File: config.mk
export PLATFORM = sky130hd
export DESIGN_NAME = uart_tx_fifo
export DESIGN_NICKNAME = d
export VERILOG_FILES = /design/src/rtl/uart_pkg.sv /design/src/rtl/uart_fifo_mem.sv /design/src/rtl/uart_tx_fifo.sv
export SDC_FILE = /design/constraint.sdc
export NUM_CORES = 1
export LEC_CHECK = 0
export CAP_MARGIN = 20
export CORE_MARGIN = 2
export CORE_UTILIZATION = 52
export DETAILED_ROUTE_END_ITERATION = 8
export PLACE_DENSITY = 0.78
export SYNTH_ARGS = -nofsm -noshare
export SYNTH_HDL_FRONTEND = slang
export SYNTH_SLANG_ARGS = --single-unit
File: constraint.sdc
create_clock -name txclk -period 3.2 [get_ports txclk]
set_input_delay 0.48 -clock txclk [delete_from_list [all_inputs] [get_ports txclk]]
set_output_delay 0.48 -clock txclk [all_outputs]
set_load 0.03 [all_outputs]
File: src/rtl/uart_pkg.sv
// Shared types and constants for the UART transmit path.
package uart_pkg;

    localparam int unsigned UART_DATA_W = 8;

    // Drain FSM: wait for data, offer a byte, wait for the transmitter to finish.
    typedef enum logic [1:0] {
        StIdle,
        StLoad,
        StWaitDone
    } drain_state_e;

endpackage

File: src/rtl/uart_fifo_mem.sv
// FIFO storage: DEPTH x UART_DATA_W, one synchronous write port, asynchronous read port.
// The array is deliberately not reset; occupancy is tracked by the owner's pointers.
module uart_fifo_mem
    import uart_pkg::*;
#(
    parameter int unsigned DEPTH = 16,
    parameter int unsigned AW    = $clog2(DEPTH)
) (
    input  logic                   clk_i,
    input  logic                   we_i,
    input  logic [AW-1:0]          waddr_i,
    input  logic [UART_DATA_W-1:0] wdata_i,
    input  logic [AW-1:0]          raddr_i,
    output logic [UART_DATA_W-1:0] rdata_o
);

    logic [UART_DATA_W-1:0] mem_q [DEPTH];

    // Write the accepted byte into its slot.
    always_ff @(posedge clk_i) begin
        if (we_i) begin
            mem_q[waddr_i] <= wdata_i;
        end
    end

    assign rdata_o = mem_q[raddr_i];

endmodule

File: src/rtl/uart_tx_fifo.sv
// Transmit FIFO feeding a UART transmitter: queues host bytes and launches them one at a
// time through a wr_en/tx_busy handshake.
// Optional feature: define UART_TXF_OVF_EN to add the sticky overflow output.
module uart_tx_fifo
    import uart_pkg::*;
#(
    parameter int unsigned DEPTH = 16,
    parameter int unsigned AW    = $clog2(DEPTH)
) (
    input  logic                   txclk,
    input  logic                   rst_n,
    input  logic [UART_DATA_W-1:0] wr_data,
    input  logic                   wr_valid,
    output logic                   full,
    output logic                   empty,
    output logic [AW:0]            level,
    output logic [UART_DATA_W-1:0] din,
    output logic                   wr_en,
`ifdef UART_TXF_OVF_EN
    output logic                   overflow,
`endif
    input  logic                   tx_busy
);

    localparam logic [AW:0] LevelFull = (AW + 1)'(DEPTH);

    drain_state_e           state_q, state_d;
    logic [AW-1:0]          wr_ptr_q, wr_ptr_d;
    logic [AW-1:0]          rd_ptr_q, rd_ptr_d;
    logic [AW:0]            level_q, level_d;
    logic                   full_q, full_d;
    logic                   empty_q, empty_d;
    logic [UART_DATA_W-1:0] din_q, din_d;
    logic [UART_DATA_W-1:0] rdata;
    logic                   low_q, low_d;
    logic                   push, pop, load;

    assign push = wr_valid & ~full_q;
    // A pop happens on the edge where the transmitter acknowledges the offered byte.
    assign pop  = (state_q == StLoad) & tx_busy;
    assign load = (state_q == StIdle) & ~empty_q & ~tx_busy;

    uart_fifo_mem #(
        .DEPTH(DEPTH),
        .AW   (AW)
    ) u_mem (
        .clk_i  (txclk),
        .we_i   (push),
        .waddr_i(wr_ptr_q),
        .wdata_i(wr_data),
        .raddr_i(rd_ptr_q),
        .rdata_o(rdata)
    );

    // Drain FSM state register.
    always_ff @(posedge txclk or negedge rst_n) begin
        if (!rst_n) begin
            state_q <= StIdle;
            low_q   <= 1'b0;
        end else begin
            state_q <= state_d;
            low_q   <= low_d;
        end
    end

    // Drain FSM next state; low_q remembers one idle sample so a single-cycle dip is ignored.
    always_comb begin
        state_d = state_q;
        low_d   = 1'b0;
        unique case (state_q)
            StIdle: begin
                if (!empty_q && !tx_busy) state_d = StLoad;
            end
            StLoad: begin
                if (tx_busy) state_d = StWaitDone;
            end
            StWaitDone: begin
                low_d = ~tx_busy;
                if (!tx_busy && low_q) state_d = StIdle;
            end
            default: state_d = StIdle;
        endcase
    end

    // Drain FSM outputs: launch request only while a byte is being offered.
    always_comb begin
        wr_en = (state_q == StLoad);
    end

    // Pointer, occupancy and held-byte next state.
    always_comb begin
        wr_ptr_d = wr_ptr_q;
        rd_ptr_d = rd_ptr_q;
        level_d  = level_q;
        din_d    = din_q;
        if (push) wr_ptr_d = wr_ptr_q + 1'b1;
        if (pop)  rd_ptr_d = rd_ptr_q + 1'b1;
        unique case ({push, pop})
            2'b10:   level_d = level_q + 1'b1;
            2'b01:   level_d = level_q - 1'b1;
            default: level_d = level_q;
        endcase
        // Capture on entry to LOAD so later pushes or the pop cannot disturb the in-flight byte.
        if (load) din_d = rdata;
        full_d  = (level_d == LevelFull);
        empty_d = (level_d == '0);
    end

    // Pointer, occupancy and held-byte registers.
    always_ff @(posedge txclk or negedge rst_n) begin
        if (!rst_n) begin
            wr_ptr_q <= '0;
            rd_ptr_q <= '0;
            level_q  <= '0;
            full_q   <= 1'b0;
            empty_q  <= 1'b1;
            din_q    <= '0;
        end else begin
            wr_ptr_q <= wr_ptr_d;
            rd_ptr_q <= rd_ptr_d;
            level_q  <= level_d;
            full_q   <= full_d;
            empty_q  <= empty_d;
            din_q    <= din_d;
        end
    end

    assign full  = full_q;
    assign empty = empty_q;
    assign level = level_q;
    assign din   = din_q;

`ifdef UART_TXF_OVF_EN
    logic ovf_q, ovf_d;

    assign ovf_d = ovf_q | (wr_valid & full_q);

    // Sticky record of any refused push; only reset clears it.
    always_ff @(posedge txclk or negedge rst_n) begin
        if (!rst_n) begin
            ovf_q <= 1'b0;
        end else begin
            ovf_q <= ovf_d;
        end
    end

    assign overflow = ovf_q;
`endif

endmodule

==> results by group, run 1 <==
Yosys
  • Post-Synth XOR/XNOR Area: 0.0151
  • Top-area cell type share of the netlist area: 0.604
  • Post-Synth Simple-Gate Area: 0.0551
  • Synthesized Nets: slightly below 400
  • Cell area after synthesis: around 6400 um2
  • #FFs+latches synth: 154
  • Adder-Cell Fraction of Synth Area: 0.0157
  • Cell taking the most area after synthesis: edfxtp_1
  • Synth Flop Type: edfxtp_1
  • Ys async rst share: 0.169
  • Yosys cell types: between 40 and 50
  • Post-synthesis mux area share: 0.127
  • Largest cells by area after synthesis: edfxtp_1 60%, dfrtp_1 9.8%, mux4_2 4.6%, mux2_2 3.7%, mux2i_1 3.1%
  • EDFF count, synth: between 100 and 150
  • Mean area per synthesized cell: 16.8 um2
  • Part of the Yosys area used for sequential elements: 0.707
  • Compound-Gate Fraction of Synth Area: 0.0588
  • Ys Warns: 0
  • Main combinational cell family by area after synthesis: multiplexers
  • Cells after synthesis: 378

Placement
  • Dpl hpwl: 7410 um
  • Final Wtd Congestion: roughly 0.77
  • Port-buffer cells: 27

Layout
  • Fillers: ~850
  • Share of cells above drive strength 1: 0.179
  • Final design utilization: 0.621
  • Fin nets: roughly 430
  • Antenna cells: 0
  • Area Overhead vs Synth: 16.8%

Drt
  • Vias per cell: 5.81
  • Antenna Nets Post-Route: 0
  • DRC: 0
  • Vias: 3324
  • Total wire length: 11600 um
  • Wirelength per Cell: roughly 20 um
  • Iteration-0 DRC Markers: 258
  • 1st-pass router iterations: 4

Flow run
  • MaxCap Viol Count: 0

STA
  • Hold_ws: between 0.4 and 0.5 ns
  • Slew margin rel.: 0.282
  • Tightest Pin Transition: 1.08 ns
  • Final Hold Fails: 0
  • Pins Over Slew Limit: 0
  • Minimum clock period: 2.63 ns
  • Setup TNS: 0 ns
  • Fmax: 380 MHz
  • # setup viols final: 0
  • Final worst-path cycle share: 0.823
  • Unrepaired setup endpoints after global routing: no
  • Clock skew: ~0.0094 ns

Pwr
  • Leak: 0.00260 uW
  • VDD IR max: between 0.4 and 0.5 mV
  • Gate power share: 0.286
  • Internal power consumption: a little under 5000 uW
  • Power density over cell area: roughly 940 nW/um2
  • Switching power share of the total: 0.305
  • Clock power frac: 0.312
  • Total chip power: just under 7000 uW
  • Reg power frac: 0.402
  • P_sw: 2120 uW

Setup path
  • Critical path's slowest cell: clkdlybuf4s50_1
  • Slowest stage delay, CP: between 0.5 and 0.6 ns
  • CP Class: in2reg
  • Most used cell, CP: ha_1
  • CP max FO: 6
  • Worst r2r path cells: 12
  • Required @ worst endpoint: 3.53 ns
  • Top delay family on crit path: buffers and inverters
  • Buf/Inv on CP: 2
  • Worst Setup Start Kind: primary input
  • Arrival @ worst endpoint: 2.96 ns
  • Crit. End Element: register
  • Crit path cell chain: clkdlybuf4s50_1 -> nand2_1 -> inv_1 -> ha_1 -> xor2_1 -> ha_1 -> o21ai_0 -> a221oi_1 -> o211ai_1 -> xnor2_1 -> nor3b_1
  • Worst path depth: 11

GRT
  • Global route overflow: 0
  • Vias in the first global route: 3480
  • Initial antenna violation count: 0
  • Global-route wire length before repair: 18300 um
  • Global Route Usage Sum: 0.193
  • Largest net degree at the start of global routing: 35

Clock network
  • Clock slew at reported path FFs: 0.06 ns
  • Clk root buf: clkbuf_16
  • Worst skew pair latency: 0.42 ns
  • Post-CTS Setup Repair Bufs: 0
  • Hold Buf Count CTS: 0
  • H-tree depth: 4
  • CTS buffer count: 17
  • # resized after CTS: 0
  • Clk buf depth: 2
  • CTS sink cnt: 154
  • CTS tree: yes

Floorplan
  • Chip width: 115 um
  • DIE HEIGHT: ~110 um
  • Core outline area: about 12000 um2
  • # rows: 40
  • Die ar.: 13100 um2
  • Ports: 28
  • Initial Util: 0.532

Run status
  • Outcome: completed

Min path
  • Worst min path class: in2async
## area by class of cell
cell class / count / area, um2 / share of cell area
Clock buffer: 17 / 425 / 0.0573
Clock inverter: 15 / 224 / 0.0301
Inverter: 5 / 18.8 / 0.00253
Multi-Input combinational cell: 199 / 1730 / 0.233
Sequential cell: 154 / 4500 / 0.605
Tap cell: 147 / 184 / 0.0248
Timing Repair Buffer: 35 / 350 / 0.0472
## layout by cell type (no fill, tap or decap), types with 6 or more instances in the layout
| cell type | instances |
|---|---|
| mux2i_1 | 20 |
| a21oi_1 | 14 |
| clkbuf_16 | 17 |
| mux4_2 | 13 |
| mux2_2 | 21 |
| o21ai_0 | 12 |
| o22ai_1 | 8 |
| ha_1 | 8 |
| nand2_1 | 12 |
| dfrtp_1 | 24 |
| o21bai_1 | 8 |
| buf_4 | 6 |
| and2_1 | 17 |
| nor2_1 | 11 |
| xnor2_1 | 9 |
| nor3_1 | 7 |
| clkdlybuf4s50_1 | 27 |
| edfxtp_1 | 128 |
## power by group through the flow
stage	combinational (uW)	clock, uW	sequential, uW
final	1990	2170	2800
after global routing	2170	2290	2840
after CTS	2010	2190	2800
after detailed placement	2000	0	2840
after global placement	1950	0	2820
after floorplan	1460	0	2820
## worst reg2reg max path, cell delays in order, from the launching register on
cell and delay [ns]:
dfrtp_1 0.37, inv_1 0.07, nor2_1 0.13, nand2_1 0.13, inv_1 0.18, ha_1 0.21, xor2_1 0.17, ha_1 0.24
o21ai_0 0.11, a221oi_1 0.26, o211ai_1 0.15, xnor2_1 0.23, nor3b_1 0.22
## stage by stage
| step | worst slack, ns | instances | area, um2 |
|---|---|---|---|
| floorplan | 0.433 | 378 | 6360 |
| global placement | 0.353 | 539 | 6760 |
| detailed placement | 0.120 | 539 | 6760 |
| CTS | 0.576 | 571 | 7410 |
| global route | 0.339 | 572 | 7430 |
| finish | 0.567 | 572 | 7430 |
## synth_stat cells, types with 3 or more instances
master and number:
a221o_1 4, mux4_1 3, nand2_1 12, a21oi_1 14, o31ai_1 4, mux2_2 21, o22ai_1 8, xnor2_1 9
o21ai_0 12, inv_1 5, edfxtp_1 128, buf_2 4, and2_1 17, nor3_1 7, mux2i_1 20, nor2b_1 5
nor3b_1 3, mux4_2 13, dfrtp_1 25, ha_1 8, clkbuf_1 9, nor2_1 11, o21bai_1 8
## routing by layer
metal | track usage | wire length [um] | up-vias
met5 | 0 | 0 | -
met4 | 0.0748 | 106 | 0
met3 | 0.0556 | 547 | 13
met2 | 0.311 | 5790 | 87
met1 | 0.252 | 5160 | 1687
li1 | - | - | 1537
## flip-flops by register name (all words and copies together) (netlist names)
name and flops:
full 1, rd_ptr_q 4, wr_ptr_q 4, empty 1, u_mem.mem_q 128, low_q 1, level 5, din 8
state_q 2
## logic make-up (layout without fill, tap and decap cells)
family	after synthesis	after routing
and+or+nand+nor	65	65
xor gates and xnor gates	11	11
buffers and inverters	25	72
AOI/OAI and AO/OA	58	58
DFF	154	154
muxes	57	57
adders and majority gates	8	8
## worst paths after layout
path | from | endpoint | slack [ns]
hold reg to reg | state_q[1] | state_q[0] | 0.50
setup reg to reg | state_q[0] | full | 0.65
setup / recovery | tx_busy | full | 0.57
min in group txclk | state_q[1] | state_q[0] | 0.50
hold / removal | rst_n | wr_ptr_q[2] | 0.41
max in group asynchronous | rst_n | empty | 2.23
No activity file was read; power rests on OpenSTA's default activity.
==> run 2, diff against run 1 <==
--- a/config.mk
+++ b/config.mk
@@ -9,7 +9,7 @@
 export CORE_MARGIN = 2
 export CORE_UTILIZATION = 52
 export DETAILED_ROUTE_END_ITERATION = 8
-export PLACE_DENSITY = 0.78
+export PLACE_DENSITY = 0.81
 export SYNTH_ARGS = -nofsm -noshare
 export SYNTH_HDL_FRONTEND = slang
 export SYNTH_SLANG_ARGS = --single-unit
==> constraint.sdc (replaced) <==
create_clock -name txclk -period 2.3 [get_ports txclk]
set_input_delay 0.345 -clock txclk [delete_from_list [all_inputs] [get_ports txclk]]
set_output_delay 0.345 -clock txclk [all_outputs]
set_load 0.03 [all_outputs]
==> run 2 against run 1 <==
Die area is the same. Clock power grew 26%. Register-to-register slack lost 0.52 ns. Flip-flop and latch count is the same. Combinational power grew 66%. Final cell count grew 7.9%. Global-route usage grew 1.6 points. Wire length grew 10%. Worst hold slack lost 0.10 ns. Count of clock-buffer cells in the layout grew 3. Clock skew shrank 0.0026 ns. Largest cell class unchanged. Highest routed layer unchanged.
==> results by group, run 2 (synthesis gave the netlist of run 1 again) <==
Floorplan
  • Ports: 28
  • Die ar.: about 13000 um2
  • Core outline area: 12000 um2
  • Chip width: 115 um
  • DIE HEIGHT: 115 um
  • # rows: 40
  • Initial Util: 0.532

Layout
  • Fillers: 794
  • Antenna cells: 0
  • Area Overhead vs Synth: 22.8%
  • Most flop-heavy register: u_mem.mem_q
  • Design Area, Final: slightly below 8000 um2
  • Most frequent cells in the layout: 128 x edfxtp_1, 47 x buf_4, 27 x clkdlybuf4s50_1
  • Max reg flops: around 130
  • Commonest non-fill, non-tap cell in the layout: edfxtp_1
  • Fin nets: 477
  • Share of cells above drive strength 1: 0.279

Setup path
  • Required @ worst endpoint: 2.64 ns
  • Worst Setup Start Kind: register
  • Slowest stage delay, CP: roughly 0.43 ns
  • R2R Path Start: state_q[1]
  • Arrival @ worst endpoint: between 2 and 3 ns
  • Reg-to-reg endpoint: full
  • Crit. End Element: register
  • Crit path cell chain: nor2_4 -> nand2_2 -> inv_2 -> ha_4 -> xor2_1 -> ha_2 -> o21ai_2 -> a221oi_2 -> o211ai_1 -> xnor2_1 -> nor3b_2
  • CP Class: reg2reg
  • Worst r2r path cells: 11
  • CP max FO: 4
  • R2r setup slk: 0.13 ns
  • Critical path's slowest cell: dfrtp_2

Placement
  • Port-buffer cells: 27
  • Dpl hpwl: roughly 8300 um
  • Area after DPL: 7170 um2
  • Final Wtd Congestion: 0.817
  • Worst slack, placed: -0.290 ns

Pwr
  • VDD IR max: 0.705 mV
  • Total chip power: 9890 uW
  • Power density over cell area: between 1000 and 1500 nW/um2
  • Leak: roughly 0.0028 uW

GRT
  • Global-route wire length before repair: 19800 um
  • Met1 GRT Util: 0.282
  • Vias in the first global route: 3618
  • Largest net degree at the start of global routing: 27
  • Met3 Use GR: 0.0508
  • Initial antenna violation count: 0
  • Global route overflow: 0
  • Grt met2 use: 0.335
  • Global Route Usage Sum: 0.210
  • Busiest grt layer: met2

Clock network
  • CTS buffer count: 17
  • CTS sink cnt: approximately 150
  • Clk root buf: clkbuf_16
  • Worst skew pair latency: ~0.42 ns
  • Clock slew at reported path FFs: 0.06 ns
  • H-tree depth: 4
  • CTS tree: yes
  • Clk buf depth: 2

STA
  • Final Hold Fails: 0
  • # setup viols final: 0
  • Fmax: around 460 MHz
  • Clock skew: 0.00684 ns
  • Final worst-path cycle share: 0.945
  • Slew margin rel.: 0.455
  • Worst Slack Setup Final: 0.126 ns
  • Tightest Pin Transition: 0.818 ns
  • Minimum clock period: 2.17 ns
  • Pins Over Slew Limit: 0
  • Unrepaired setup endpoints after global routing: yes
  • Hold_ws: 0.312 ns

Drt
  • Total wire length: roughly 13000 um
  • DRC: 0
  • Wirelength per Cell: about 21 um
  • Vias: 3589
  • Iteration-0 DRC Markers: 301
  • Vias per cell: 5.82
  • 1st-pass router iterations: 6
  • Antenna Nets Post-Route: 0

Min path
  • Worst min path class: in2async

Run status
  • Outcome: completed

Flow run
  • MaxCap Viol Count: 0
run 2: changes by cell type in the layout (fill, tap and decap cells not counted), sizes merged:
cell	change
bufinv	-2
clkbuf	+3
inv	-1
buf	+45
run 2: worst max-delay path: cells and delay by family, from the launching register on:
family / cells / cell delay [ns]
adder cells (fa/ha/maj): 2 / 0.37
XOR/XNOR: 2 / 0.40
flip-flops: 1 / 0.43
AND/OR/NAND/NOR: 3 / 0.40
buffers and inverters: 1 / 0.08
AO/OA/AOI/OAI: 3 / 0.40
run 2: per-stage QoR:
step | std cells | TNS (ns) | utilization
CTS | 612 | 0 | 0.648
finish | 617 | 0 | 0.653
detailed placement | 580 | -0.956 | 0.599
floorplan | 378 | -0.0642 | -
global route | 617 | -0.0749 | 0.653
global placement | 580 | -0.577 | 0.599
run 2: final cells by class:
class                           count  area [um2]  area share
Clock buffer                       20         437      0.0559
Clock inverter                     12         150      0.0192
Inverter                            5        18.8     0.00240
Multi-Input combinational cell    199        1780       0.228
Sequential cell                   154        4500       0.576
Tap cell                          147         184      0.0236
Timing Repair Buffer               80         743      0.0952
run 2: repair_timing:
item,in CTS,in global routing
hold buffers,0,0
buffers inserted,0,5
gates resized for setup,0,5
hold endpoints to repair,0,0
endpoints found under the setup margin,0,2
run 2: report_power, final:
group / switching (uW) / internal [uW] / leakage [uW]
logic: 1670 / 1630 / 0.00106
clock network: 1040 / 1700 / 0.000281
registers: 361 / 3480 / 0.00147
total: 3080 / 6810 / 0.00281
run 2: how the worst max path moves through the flow:
| stage | startpoint | to | slack [ns] | cells after the start |
|---|---|---|---|---|
| finish | state_q[1] | full | 0.13 | 11 |
| floorplan | state_q[0] | full | -0.06 | 13 |
| CTS | state_q[0] | full | 0.03 | 12 |
| detailed placement | wr_valid | full | -0.29 | 11 |
| global route | state_q[1] | full | -0.07 | 11 |
| global placement | wr_valid | full | -0.25 | 11 |
run 2: routing by layer:
layer | vias up | routed length [um]
li1 | 1632 | -
met5 | - | 0
met4 | 0 | 141
met3 | 11 | 929
met2 | 130 | 6440
met1 | 1816 | 5300
==> run 3, diff against run 2 <==
--- a/config.mk
+++ b/config.mk
@@ -10,6 +10,7 @@
 export CORE_UTILIZATION = 52
 export DETAILED_ROUTE_END_ITERATION = 8
 export PLACE_DENSITY = 0.81
+export SKIP_CTS_REPAIR_TIMING = 1
 export SYNTH_ARGS = -nofsm -noshare
 export SYNTH_HDL_FRONTEND = slang
 export SYNTH_SLANG_ARGS = --single-unit
==> results of run 3 <==
The final DEF is identical to that of run 2; final timing and power are the same.
